[src/rtl/ac_motor_pkg.sv]
// Shared state encodings and default ramp constants for the AC motor drive path.
package ac_motor_pkg;

  localparam int STATE_W       = 3;
  localparam int DEF_RAMP_DIV  = 1000;
  localparam int DEF_FREQ_INC  = 8;
  localparam int DEF_LEVEL_INC = 4;

  typedef enum logic [STATE_W-1:0] {
    S_IDLE      = 3'd0,
    S_RAMP_UP   = 3'd1,
    S_RUN       = 3'd2,
    S_RAMP_DOWN = 3'd3,
    S_FAULT     = 3'd4
  } state_e;

endpackage

[src/rtl/ac_motor_ramp_controller_slew.sv]
// Slew limiter: on TICK moves OUT at most INC toward TARGET without wrapping; CLR zeroes it.
module ac_motor_slew #(
  parameter int WIDTH = 16,
  parameter int INC   = 8
) (
  input  logic             CLK,
  input  logic             RST_N,
  input  logic             TICK,
  input  logic             CLR,
  input  logic [WIDTH-1:0] TARGET,
  output logic [WIDTH-1:0] OUT,
  output logic             AT_TARGET
);

  localparam logic [WIDTH-1:0] INC_W = WIDTH'(INC);

  logic [WIDTH-1:0] out_q, out_d, diff;

  always_comb begin
    out_d = out_q;
    diff  = '0;
    if (TARGET > out_q) begin
      diff  = TARGET - out_q;
      out_d = out_q + ((diff > INC_W) ? INC_W : diff);
    end else if (TARGET < out_q) begin
      diff  = out_q - TARGET;
      out_d = out_q - ((diff > INC_W) ? INC_W : diff);
    end
  end

  always_ff @(posedge CLK or negedge RST_N) begin
    if (!RST_N)    out_q <= '0;
    else if (CLR)  out_q <= '0;
    else if (TICK) out_q <= out_d;
  end

  assign OUT       = out_q;
  assign AT_TARGET = (out_q == TARGET);

endmodule

[src/rtl/ac_motor_ramp_controller.sv]
// Run/stop/fault sequencer that soft-starts and soft-stops the sine reference and gates the bridge.
module ac_motor_ramp_controller
  import ac_motor_pkg::*;
#(
  parameter int FREQ_BITS  = 16,
  parameter int LEVEL_BITS = 12,
  parameter int RAMP_DIV   = DEF_RAMP_DIV,
  parameter int FREQ_INC   = DEF_FREQ_INC,
  parameter int LEVEL_INC  = DEF_LEVEL_INC
) (
  input  logic                  CLK,
  input  logic                  RST_N,
  input  logic                  START,
  input  logic                  STOP,
  input  logic                  FAULT_IN,
  input  logic                  CLEAR,
  input  logic [FREQ_BITS-1:0]  TARGET_FREQ,
  input  logic [LEVEL_BITS-1:0] TARGET_LEVEL,
  output logic [FREQ_BITS-1:0]  FREQ_STEP,
  output logic [LEVEL_BITS-1:0] LEVEL,
  output logic                  BRIDGE_EN,
  output logic [STATE_W-1:0]    STATE,
  output logic                  FAULT
);

  localparam int CNT_W = $clog2(RAMP_DIV);
  localparam logic [FREQ_BITS-1:0]  FREQ_INC_W  = FREQ_BITS'(FREQ_INC);
  localparam logic [LEVEL_BITS-1:0] LEVEL_INC_W = LEVEL_BITS'(LEVEL_INC);

  state_e                state_q, state_d;
  logic [CNT_W-1:0]      cnt_q, cnt_d;
  logic                  bridge_q, bridge_d, fault_q, fault_d;
  logic                  active, tick, slew_clr, freq_at, level_at, down_done;
  logic [FREQ_BITS-1:0]  freq_q, freq_tgt;
  logic [LEVEL_BITS-1:0] level_q, level_tgt;

  assign active = (state_q == S_RAMP_UP) || (state_q == S_RUN) || (state_q == S_RAMP_DOWN);
  assign tick   = active && (cnt_q == CNT_W'(RAMP_DIV - 1));

  // Ramp-down finishes on the edge whose update lands both outputs on zero.
  assign down_done = ((freq_q == '0)  || (tick && freq_q  <= FREQ_INC_W)) &&
                     ((level_q == '0) || (tick && level_q <= LEVEL_INC_W));

  always_ff @(posedge CLK or negedge RST_N) begin
    if (!RST_N) state_q <= S_IDLE;
    else        state_q <= state_d;
  end

  always_comb begin
    state_d = state_q;
    if (FAULT_IN) begin
      state_d = S_FAULT;
    end else begin
      case (state_q)
        S_IDLE:      if (START && !STOP) state_d = S_RAMP_UP;
        S_RAMP_UP:   if (STOP) state_d = S_RAMP_DOWN;
                     else if (freq_at && level_at) state_d = S_RUN;
        S_RUN:       if (STOP) state_d = S_RAMP_DOWN;
        S_RAMP_DOWN: if (START && !STOP) state_d = S_RAMP_UP;
                     else if (down_done) state_d = S_IDLE;
        S_FAULT:     if (CLEAR) state_d = S_IDLE;
        default:     state_d = S_IDLE;
      endcase
    end
  end

  always_comb begin
    bridge_d  = (state_d == S_RAMP_UP) || (state_d == S_RUN) || (state_d == S_RAMP_DOWN);
    fault_d   = (state_d == S_FAULT);
    slew_clr  = (state_d == S_FAULT) || (state_d == S_IDLE);
    freq_tgt  = TARGET_FREQ;
    level_tgt = TARGET_LEVEL;
    if (state_q == S_RAMP_DOWN) begin
      freq_tgt  = '0;
      level_tgt = '0;
    end
  end

  always_comb begin
    cnt_d = cnt_q + 1'b1;
    if (!active || tick || (state_d != state_q)) cnt_d = '0;
  end

  always_ff @(posedge CLK or negedge RST_N) begin
    if (!RST_N) begin
      cnt_q    <= '0;
      bridge_q <= 1'b0;
      fault_q  <= 1'b0;
    end else begin
      cnt_q    <= cnt_d;
      bridge_q <= bridge_d;
      fault_q  <= fault_d;
    end
  end

  ac_motor_slew #(.WIDTH(FREQ_BITS), .INC(FREQ_INC)) u_freq (
    .CLK(CLK), .RST_N(RST_N), .TICK(tick), .CLR(slew_clr),
    .TARGET(freq_tgt), .OUT(freq_q), .AT_TARGET(freq_at)
  );

  ac_motor_slew #(.WIDTH(LEVEL_BITS), .INC(LEVEL_INC)) u_level (
    .CLK(CLK), .RST_N(RST_N), .TICK(tick), .CLR(slew_clr),
    .TARGET(level_tgt), .OUT(level_q), .AT_TARGET(level_at)
  );

  assign FREQ_STEP = freq_q;
  assign LEVEL     = level_q;
  assign BRIDGE_EN = bridge_q;
  assign STATE     = state_q;
  assign FAULT     = fault_q;

endmodule

[config.mk]
export PLATFORM = sky130hd
export DESIGN_NAME = ac_motor_ramp_controller
export DESIGN_NICKNAME = d
export VERILOG_FILES = /design/src/rtl/ac_motor_pkg.sv /design/src/rtl/ac_motor_ramp_controller_slew.sv /design/src/rtl/ac_motor_ramp_controller.sv
export SDC_FILE = /design/constraint.sdc
export NUM_CORES = 1
export LEC_CHECK = 0
export ABC_CLOCK_PERIOD_IN_PS = 6140
export BUFFER_PORTS_ARGS = -buffer_cell sky130_fd_sc_hd__buf_4
export CORE_UTILIZATION = 55
export CTS_CLUSTER_SIZE = 16
export DETAILED_ROUTE_END_ITERATION = 10
export GPL_ROUTABILITY_DRIVEN = 1
export PLACE_DENSITY_LB_ADDON = 0.12
export SYNTH_ARGS = -nofsm -noshare
export SYNTH_HDL_FRONTEND = slang
export SYNTH_HIERARCHICAL = 1
export SYNTH_SLANG_ARGS = --single-unit
[constraint.sdc]
create_clock -name CLK -period 6.14 [get_ports CLK]
set_clock_uncertainty 0.05 [all_clocks]
set_input_delay 1.535 -clock CLK [delete_from_list [all_inputs] [get_ports CLK]]
set_output_delay 1.535 -clock CLK [all_outputs]
set_load 0.05 [all_outputs]
==> metrics.txt, run 1 <==
GRT Util Overall=0.3407; clock sinks=43; Core ar.=0.01262 sq mm; most frequent CP cell=o21a_1; root buf cell=clkbuf_16; diode count=0; share of layout cells above drive strength 1=0.3330; top cell type's share of synthesized area=0.1513; failing checks=negative setup slack; Via density=5.886; # IOs=67; Initial Utilization=0.5635; syn_area_per_cell=7.654 sq um; Leakage=0.004526 uW; Peak Freq=157.9 MHz; min-delay src=cnt_q[0]; Reg2Reg Capture Point=u_freq/OUT[15]; final period demand of the worst path=6335 ps; max_cap viols=0; vias in the first global route=7276; CP startpoint kind=primary input; Clock Latency Late Sink=300 ps; Avg WL per Cell=17.26 microns; Final WS setup=-194.9 ps; hold_buf cts=0; slowest stage cell, crit path=fa_2; IO buf count=66; critical path arrival=6470 ps; final wirelength=22920 microns; ys async rst share=1.000; area grow syn2layout=36.49%; Vias=7816; worst-path fanout max=3; post-place setup slack=-634.9 ps; total global routing overflow=0; Num CTS Buffers=5; row cnt=41; Hold Violations, Final=0; post-placement cell area=0.009064 sq mm; FF-to-FF Start=STATE[0]; Power Dens Cells=93.88 mW/mm^2; Min-Delay Path Class=register to register; die height=115.7 microns; Clock Path Buffers=2; Clock Pin Slew Worst Setup and Hold Paths=60 ps; TritonRoute pass-1 iters=6; crit share post-route=1.032; Post-synth EDFFs=0; DP Wirelength=17280 microns; worst vdd ir=95.68 uV; DRC violations left=0; worst stage delay on the critical path=330 ps; die width=115.7 microns; ranking of synthesized cells by area=dfrtp_1 (15%), ha_1 (15%), a21oi_1 (5.3%); Slew @ Worst Pin=917.1 ps; Slew HR=0.3849; Hold WS=444.7 ps; status=complete, but fails checks; Iter 0 DRT Violations=448; Critical Path RT=6270 ps; unrepaired setup endpoints after global routing=yes; Post-Synthesis Net Count=1052; Synth Flop Type=dfrtp_1; Ys Warns=6; reg-to-reg setup timing slack=200 ps; first-pass GRT wire length=35490 microns; H-tree lvl count=2; CTS tree=built; WHS Path Cells=1; dpl cells=1302; final setup TNS=-289.7 ps; Unique masters post-synth=95; Hold Path Sink=cnt_q[0]; Nets=1278; die area=0.01339 sq mm; design area=0.009706 sq mm; Pins Over Slew Limit=0; Syn Inst Count=929; antenna violations before repair=0; largest net degree at the start of global routing=44; RD Place Congestion=0.9631; Layout Cells excl Fill=1328; Worst R2R Path Depth=31; final setup violation count=3; flops & latches, synth=43; Synth area leader=dfrtp_1; Setup CP Type=primary input to register; Synth Cell Area=0.007111 sq mm; Post-DRT Antenna Nets=0; Seq/Total Area, Yosys=0.1513; CP Capture Type=register
how the worst max path moves through the flow:
stage,startpoint,endpoint,slack (ps),cells past startpoint
global placement,TARGET_FREQ[0],u_freq/OUT[15],-510,26
floorplan,TARGET_FREQ[2],u_freq/OUT[15],-270,26
CTS,TARGET_FREQ[9],u_freq/OUT[15],-160,26
detailed placement,TARGET_FREQ[0],u_freq/OUT[15],-630,28
global route,TARGET_FREQ[0],u_freq/OUT[15],-480,29
finish,TARGET_FREQ[0],u_freq/OUT[15],-190,29
placed cells by master (no fill, tap or decap), types with 21 or more instances in the layout:
cell type	n
buf_4	257
nor2_1	86
inv_1	76
ha_1	69
a21oi_1	64
nand2_1	55
dfrtp_1	43
o21ai_0	32
and2_1	27
nand2b_1	25
xnor2_1	24
nand3_1	23
nor3_1	22
xor2_1	22
a21o_1	21
where the power goes:
| group | internal [uW] | leakage [uW] | switching [uW] | total (uW) |
|---|---|---|---|---|
| Combinational | 169 | 0.00386 | 184 | 353 |
| Sequential | 284 | 0.000594 | 1.03 | 285 |
| Clock | 151 | 0.0000669 | 122 | 273 |
state kept, by name, summed over array words and instances (netlist names):
signal       count
u_level/OUT     12
cnt_q           10
u_freq/OUT      16
STATE            3
FAULT            1
BRIDGE_EN        1
metrics by stage:
stage	total power, uW	util
3_5_place_dp	610.4	0.7182
2_1_floorplan	491.0	-
6_report	911.1	0.7691
4_1_cts	899.4	0.7485
5_1_grt	961.5	0.7691
3_3_place_gp	606.2	0.7182
synthesized netlist by cell type (all sizes together) (14+ instances only):
cell	number
nor4	14
o31ai	18
clkbuf	14
a21oi	77
a211oi	25
nor3	25
dfrtp	43
xor2	24
buf	27
a21o	23
nand3	23
and2	33
nor2	88
inv	80
nand2	58
nand2b	26
xnor2	27
o21ai	41
ha	83
metal layers:
| metal | vias up | share of wire | track usage |
|---|---|---|---|
| met4 | 0 | 0.066 | 0.2137 |
| met2 | 281 | 0.48 | 0.5944 |
| li1 | 3798 | - | - |
| met3 | 84 | 0.054 | 0.05701 |
| met1 | 3653 | 0.40 | 0.3880 |
| met5 | - | 0 | 0 |
area by class of cell:
cell class / instances / area, sq um
fill: 969 / 2914
clock buffer: 6 / 128.9
inverter: 80 / 300.3
clock inverter: 2 / 12.51
sequential: 43 / 1076
timing repair buffer: 260 / 1963
tap: 172 / 215.2
multi-input combinational: 765 / 6010
worst max-delay path: cells and delay by family:
family | cells | cell delay [ps]
muxes | 2 | 490
xor gates and xnor gates | 1 | 110
adders and majority gates | 4 | 1030
AOI/OAI and AO/OA | 10 | 1670
and+or+nand+nor | 9 | 1320
buffers and inverters | 3 | 290
timing repair:
| action | CTS | global route |
|---|---|---|
| pin swaps | 33 | 50 |
| setup endpoints to repair | 7 | 14 |
| setup buffers | 12 | 12 |
| resized for setup | 28 | 47 |
| cloned | 0 | 0 |
| endpoints found under the hold margin | 0 | 0 |
logic make-up after synthesis:
group / share of synthesized area
simple gates: 0.2525
flops: 0.1513
compound gates: 0.2740
mux: 0.02041
fa+ha+maj: 0.1644
buf+inv: 0.07355
xor+xnor: 0.06388
(Power assumes the default switching activity.)
==> inputs of run 2 (changes only) <==
--- a/config.mk
+++ b/config.mk
@@ -5,7 +5,7 @@
 export SDC_FILE = /design/constraint.sdc
 export NUM_CORES = 1
 export LEC_CHECK = 0
-export ABC_CLOCK_PERIOD_IN_PS = 6140
+export ABC_CLOCK_PERIOD_IN_PS = 7300
 export BUFFER_PORTS_ARGS = -buffer_cell sky130_fd_sc_hd__buf_4
 export CORE_UTILIZATION = 55
 export CTS_CLUSTER_SIZE = 16
@@ -14,5 +14,4 @@
 export PLACE_DENSITY_LB_ADDON = 0.12
 export SYNTH_ARGS = -nofsm -noshare
 export SYNTH_HDL_FRONTEND = slang
-export SYNTH_HIERARCHICAL = 1
 export SYNTH_SLANG_ARGS = --single-unit
==> constraint.sdc (replaced) <==
create_clock -name CLK -period 7.3 [get_ports CLK]
set_clock_uncertainty 0.05 [all_clocks]
set_input_delay 1.825 -clock CLK [delete_from_list [all_inputs] [get_ports CLK]]
set_output_delay 1.825 -clock CLK [all_outputs]
set_load 0.05 [all_outputs]
==> run 2 against run 1 <==
The run now ends clean. Non-clock buffer count fell by 154. Clock power fell by 19%. Total power fell by 26%. Via count fell by 15%. Wire length fell by 18%. Die area fell by 10%. Setup slack improved by 500 ps. Core utilization fell by 10 points. Cell count fell by 17%. Cell area fell by 24%. Synthesized cell count fell by 5.3%. First-iteration DRC count fell by 11%. Critical path type unchanged.
==> metrics.txt, run 2 <==
clock sinks=43 (unchanged); vias in the first global route=6185 (-15%); Ys Warns=0 (-6); Leakage=0.003631 uW (-20%); syn_area_per_cell=7.247 sq um (-5.3%); post-placement cell area=0.007226 sq mm (-20%); Pins Over Slew Limit=0 (unchanged); die height=109.7 microns (-5.2%); Peak Freq=143.1 MHz; final period demand of the worst path=6990 ps; Power Dens Cells=90.70 mW/mm^2 (-3.4%); CP startpoint kind=primary input; Slew HR=0.2077 (-0.1772); IO buf count=66 (unchanged); Hold Violations, Final=0 (unchanged); Buf/Inv on CP=1 (-2); final wirelength=18800 microns (-18%); flops & latches, synth=43 (unchanged); Post-Synthesis Net Count=1004 (-4.6%); post-place setup slack=-147.1 ps (+487.9 ps); Seq/Total Area, Yosys=0.1687 (+0.01740); Nets=1087 (-15%); Fillers=979 (+1.0%); Layout Cells excl Fill=1104 (-17%); Clock Pin Slew Worst Setup and Hold Paths=60 ps (about the same); Synth area leader=dfrtp_1; CP Cell Sequence=buf_4 -> nand2_1 -> ha_1 -> fa_1 -> xor2_1 -> a21oi_1 -> nor4_1 -> o31ai_1 -> nor4_2 -> or4b_1 -> or2_2 -> ha_1 -> a32oi_1 -> ha_1 -> a21o_1 -> a21o_1 -> a21o_1 -> a31oi_1 -> o211ai_1 -> o41ai_2 -> xor2_1 -> or3_1 -> a21oi_1; critical path arrival=7150 ps (+680 ps); share of layout cells above drive strength 1=0.1535 (-0.1795); Avg WL per Cell=17.03 microns (-1.4%); Core ar.=0.01108 sq mm (-12%); CP Capture Type=register; DRC violations left=0 (unchanged); Iter 0 DRT Violations=398 (-11%); dpl cells=1096 (-16%); Synth top cells by count=nand2_1 (91), nor2_1 (88), inv_1 (86); Post-DRT Antenna Nets=0 (unchanged); commonest non-fill, non-tap cells in the layout=buf_4 (106), nand2_1 (91), nor2_1 (87); Syn Inst Count=880 (-5.3%); diode count=0 (unchanged); top cell type's share of synthesized area=0.1687 (+0.01740); die area=0.01203 sq mm (-10%); # IOs=67 (unchanged); Vias=6639 (-15%); count leader, synth=nand2_1; slowest stage cell, crit path=or4b_1; first-pass GRT wire length=30100 microns (-15%); Post-synth EDFFs=0 (unchanged); max_cap viols=0 (unchanged); Layout Utilization=0.6691 (-0.1000); worst-path fanout max=3 (unchanged); worst vdd ir=195.6 uV (+100%); status=complete, no violations; Final WS setup=309.6 ps (+504.5 ps); total global routing overflow=0 (unchanged); DP Wirelength=15030 microns (-13%); Setup CP Type=primary input to register; ys async rst share=1.000 (unchanged); root buf cell=clkbuf_16; area grow syn2layout=16.23%; Worst path top cell family by delay=simple AND/OR/NAND/NOR gates; Clock Latency Late Sink=290 ps (about the same); worst stage delay on the critical path=530 ps (+200 ps); Initial Utilization=0.5757 (+0.01222); Min-Delay Path Class=register to register; design area=0.007412 sq mm (-24%); Slew @ Worst Pin=1187 ps (+270.0 ps); Unique masters post-synth=67 (-29%); Largest register FFs=16 (unchanged); crit share post-route=0.9576; CTS tree=built; unrepaired setup endpoints after global routing=no; row cnt=38 (-7.3%); largest net degree at the start of global routing=44 (unchanged); TritonRoute pass-1 iters=5 (-1); Num CTS Buffers=5 (unchanged); die width=109.7 microns (-5.2%); RD Place Congestion=0.9953 (+3.3%); Hold WS=432.0 ps (-12.71 ps); antenna violations before repair=0 (unchanged); Critical Path RT=7460 ps (+1190 ps); Synth Flop Type=dfrtp_1; Clock Path Buffers=2 (unchanged); commonest non-fill, non-tap cell in the layout=buf_4; Synth Cell Area=0.006377 sq mm (-10%); Via density=6.014 (+2.2%); ranking of synthesized cells by area=dfrtp_1 (17%), ha_1 (16%), a21oi_1 (6.2%); GRT Util Overall=0.3206 (-0.02005); H-tree lvl count=2 (unchanged); final setup violation count=0 (-3)
[run 2: cell types whose count changed in the layout (fill, tap and decap cells not counted), moves of 10 or more]
cell / delta
and2_1: -19
ha_4: -13
inv_1: +10
a211oi_1: -13
o31ai_1: -12
buf_4: -151
nand2b_1: -13
ha_1: +14
a21oi_1: +13
nand2_1: +36
[run 2: logic make-up after synthesis]
group | after synthesis | share of synthesized area
XOR/XNOR | 51 | 0.07004
multiplexers | 9 | 0.01432
AO/OA/AOI/OAI | 243 | 0.2466
flip-flops | 43 | 0.1687
adder cells (fa/ha/maj) | 90 | 0.1836
AND/OR/NAND/NOR | 327 | 0.2458
buffers and inverters | 117 | 0.07083
[run 2: routing by layer]
metal  global-route usage  part of all wire
met2               0.5094              0.44
met5                    0                 0
met1               0.4597              0.48
met3              0.03912             0.062
met4              0.08095             0.019
[run 2: cell type report]
type                            instances  area [sq um]  area share
Clock inverter                          2         12.51    0.001688
Inverter                               87         326.6     0.04406
Tap cell                              140         175.2     0.02363
Timing Repair Buffer                  106         795.8      0.1074
Sequential cell                        43          1076      0.1452
Clock buffer                            6         128.9     0.01739
Multi-Input combinational cell        720          4897      0.6607
[run 2: worst register-to-register path: cells and delay by family, from the launching register on]
kind	cells	cell delay, ps
buffers and inverters	3	400
adder cells (fa/ha/maj)	3	920
XOR/XNOR	2	180
AND/OR/NAND/NOR	9	2090
flip-flops	1	510
AO/OA/AOI/OAI	12	2360
[run 2: power breakdown]
| part | total [uW] | switching, uW | internal, uW |
|---|---|---|---|
| logic | 211 | 122 | 89.5 |
| registers | 241 | 1.70 | 240 |
| clock network | 220 | 93.4 | 126 |
[run 2: path summary, 6_finish.rpt]
check	startpoint	end	slack (ps)	cells past startpoint
worst max-delay path	TARGET_LEVEL[0]	u_level.OUT[11]	310	23
worst min-delay path	cnt_q[0]	cnt_q[0]	430	1
worst max register to register	STATE[1]	u_freq.OUT[10]	650	29
worst min register to register	cnt_q[0]	cnt_q[0]	430	1
max in group asynchronous	RST_N	u_freq.OUT[5]	5340	1
min in group asynchronous	RST_N	cnt_q[7]	1480	1
[run 2: stage by stage]
stage | power (uW) | TNS (ps)
after CTS | 672.8 | 0
final | 672.3 | 0
after global routing | 705.2 | 0
after global placement | 446.4 | 0
after detailed placement | 451.7 | -331.2
after floorplan | 382.7 | 0
[run 2: repair_timing]
item,4_1_cts,5_1_grt
setup endpoints to repair,0,7
hold buffers,0,0
resized for setup,0,16
buffers inserted,0,0
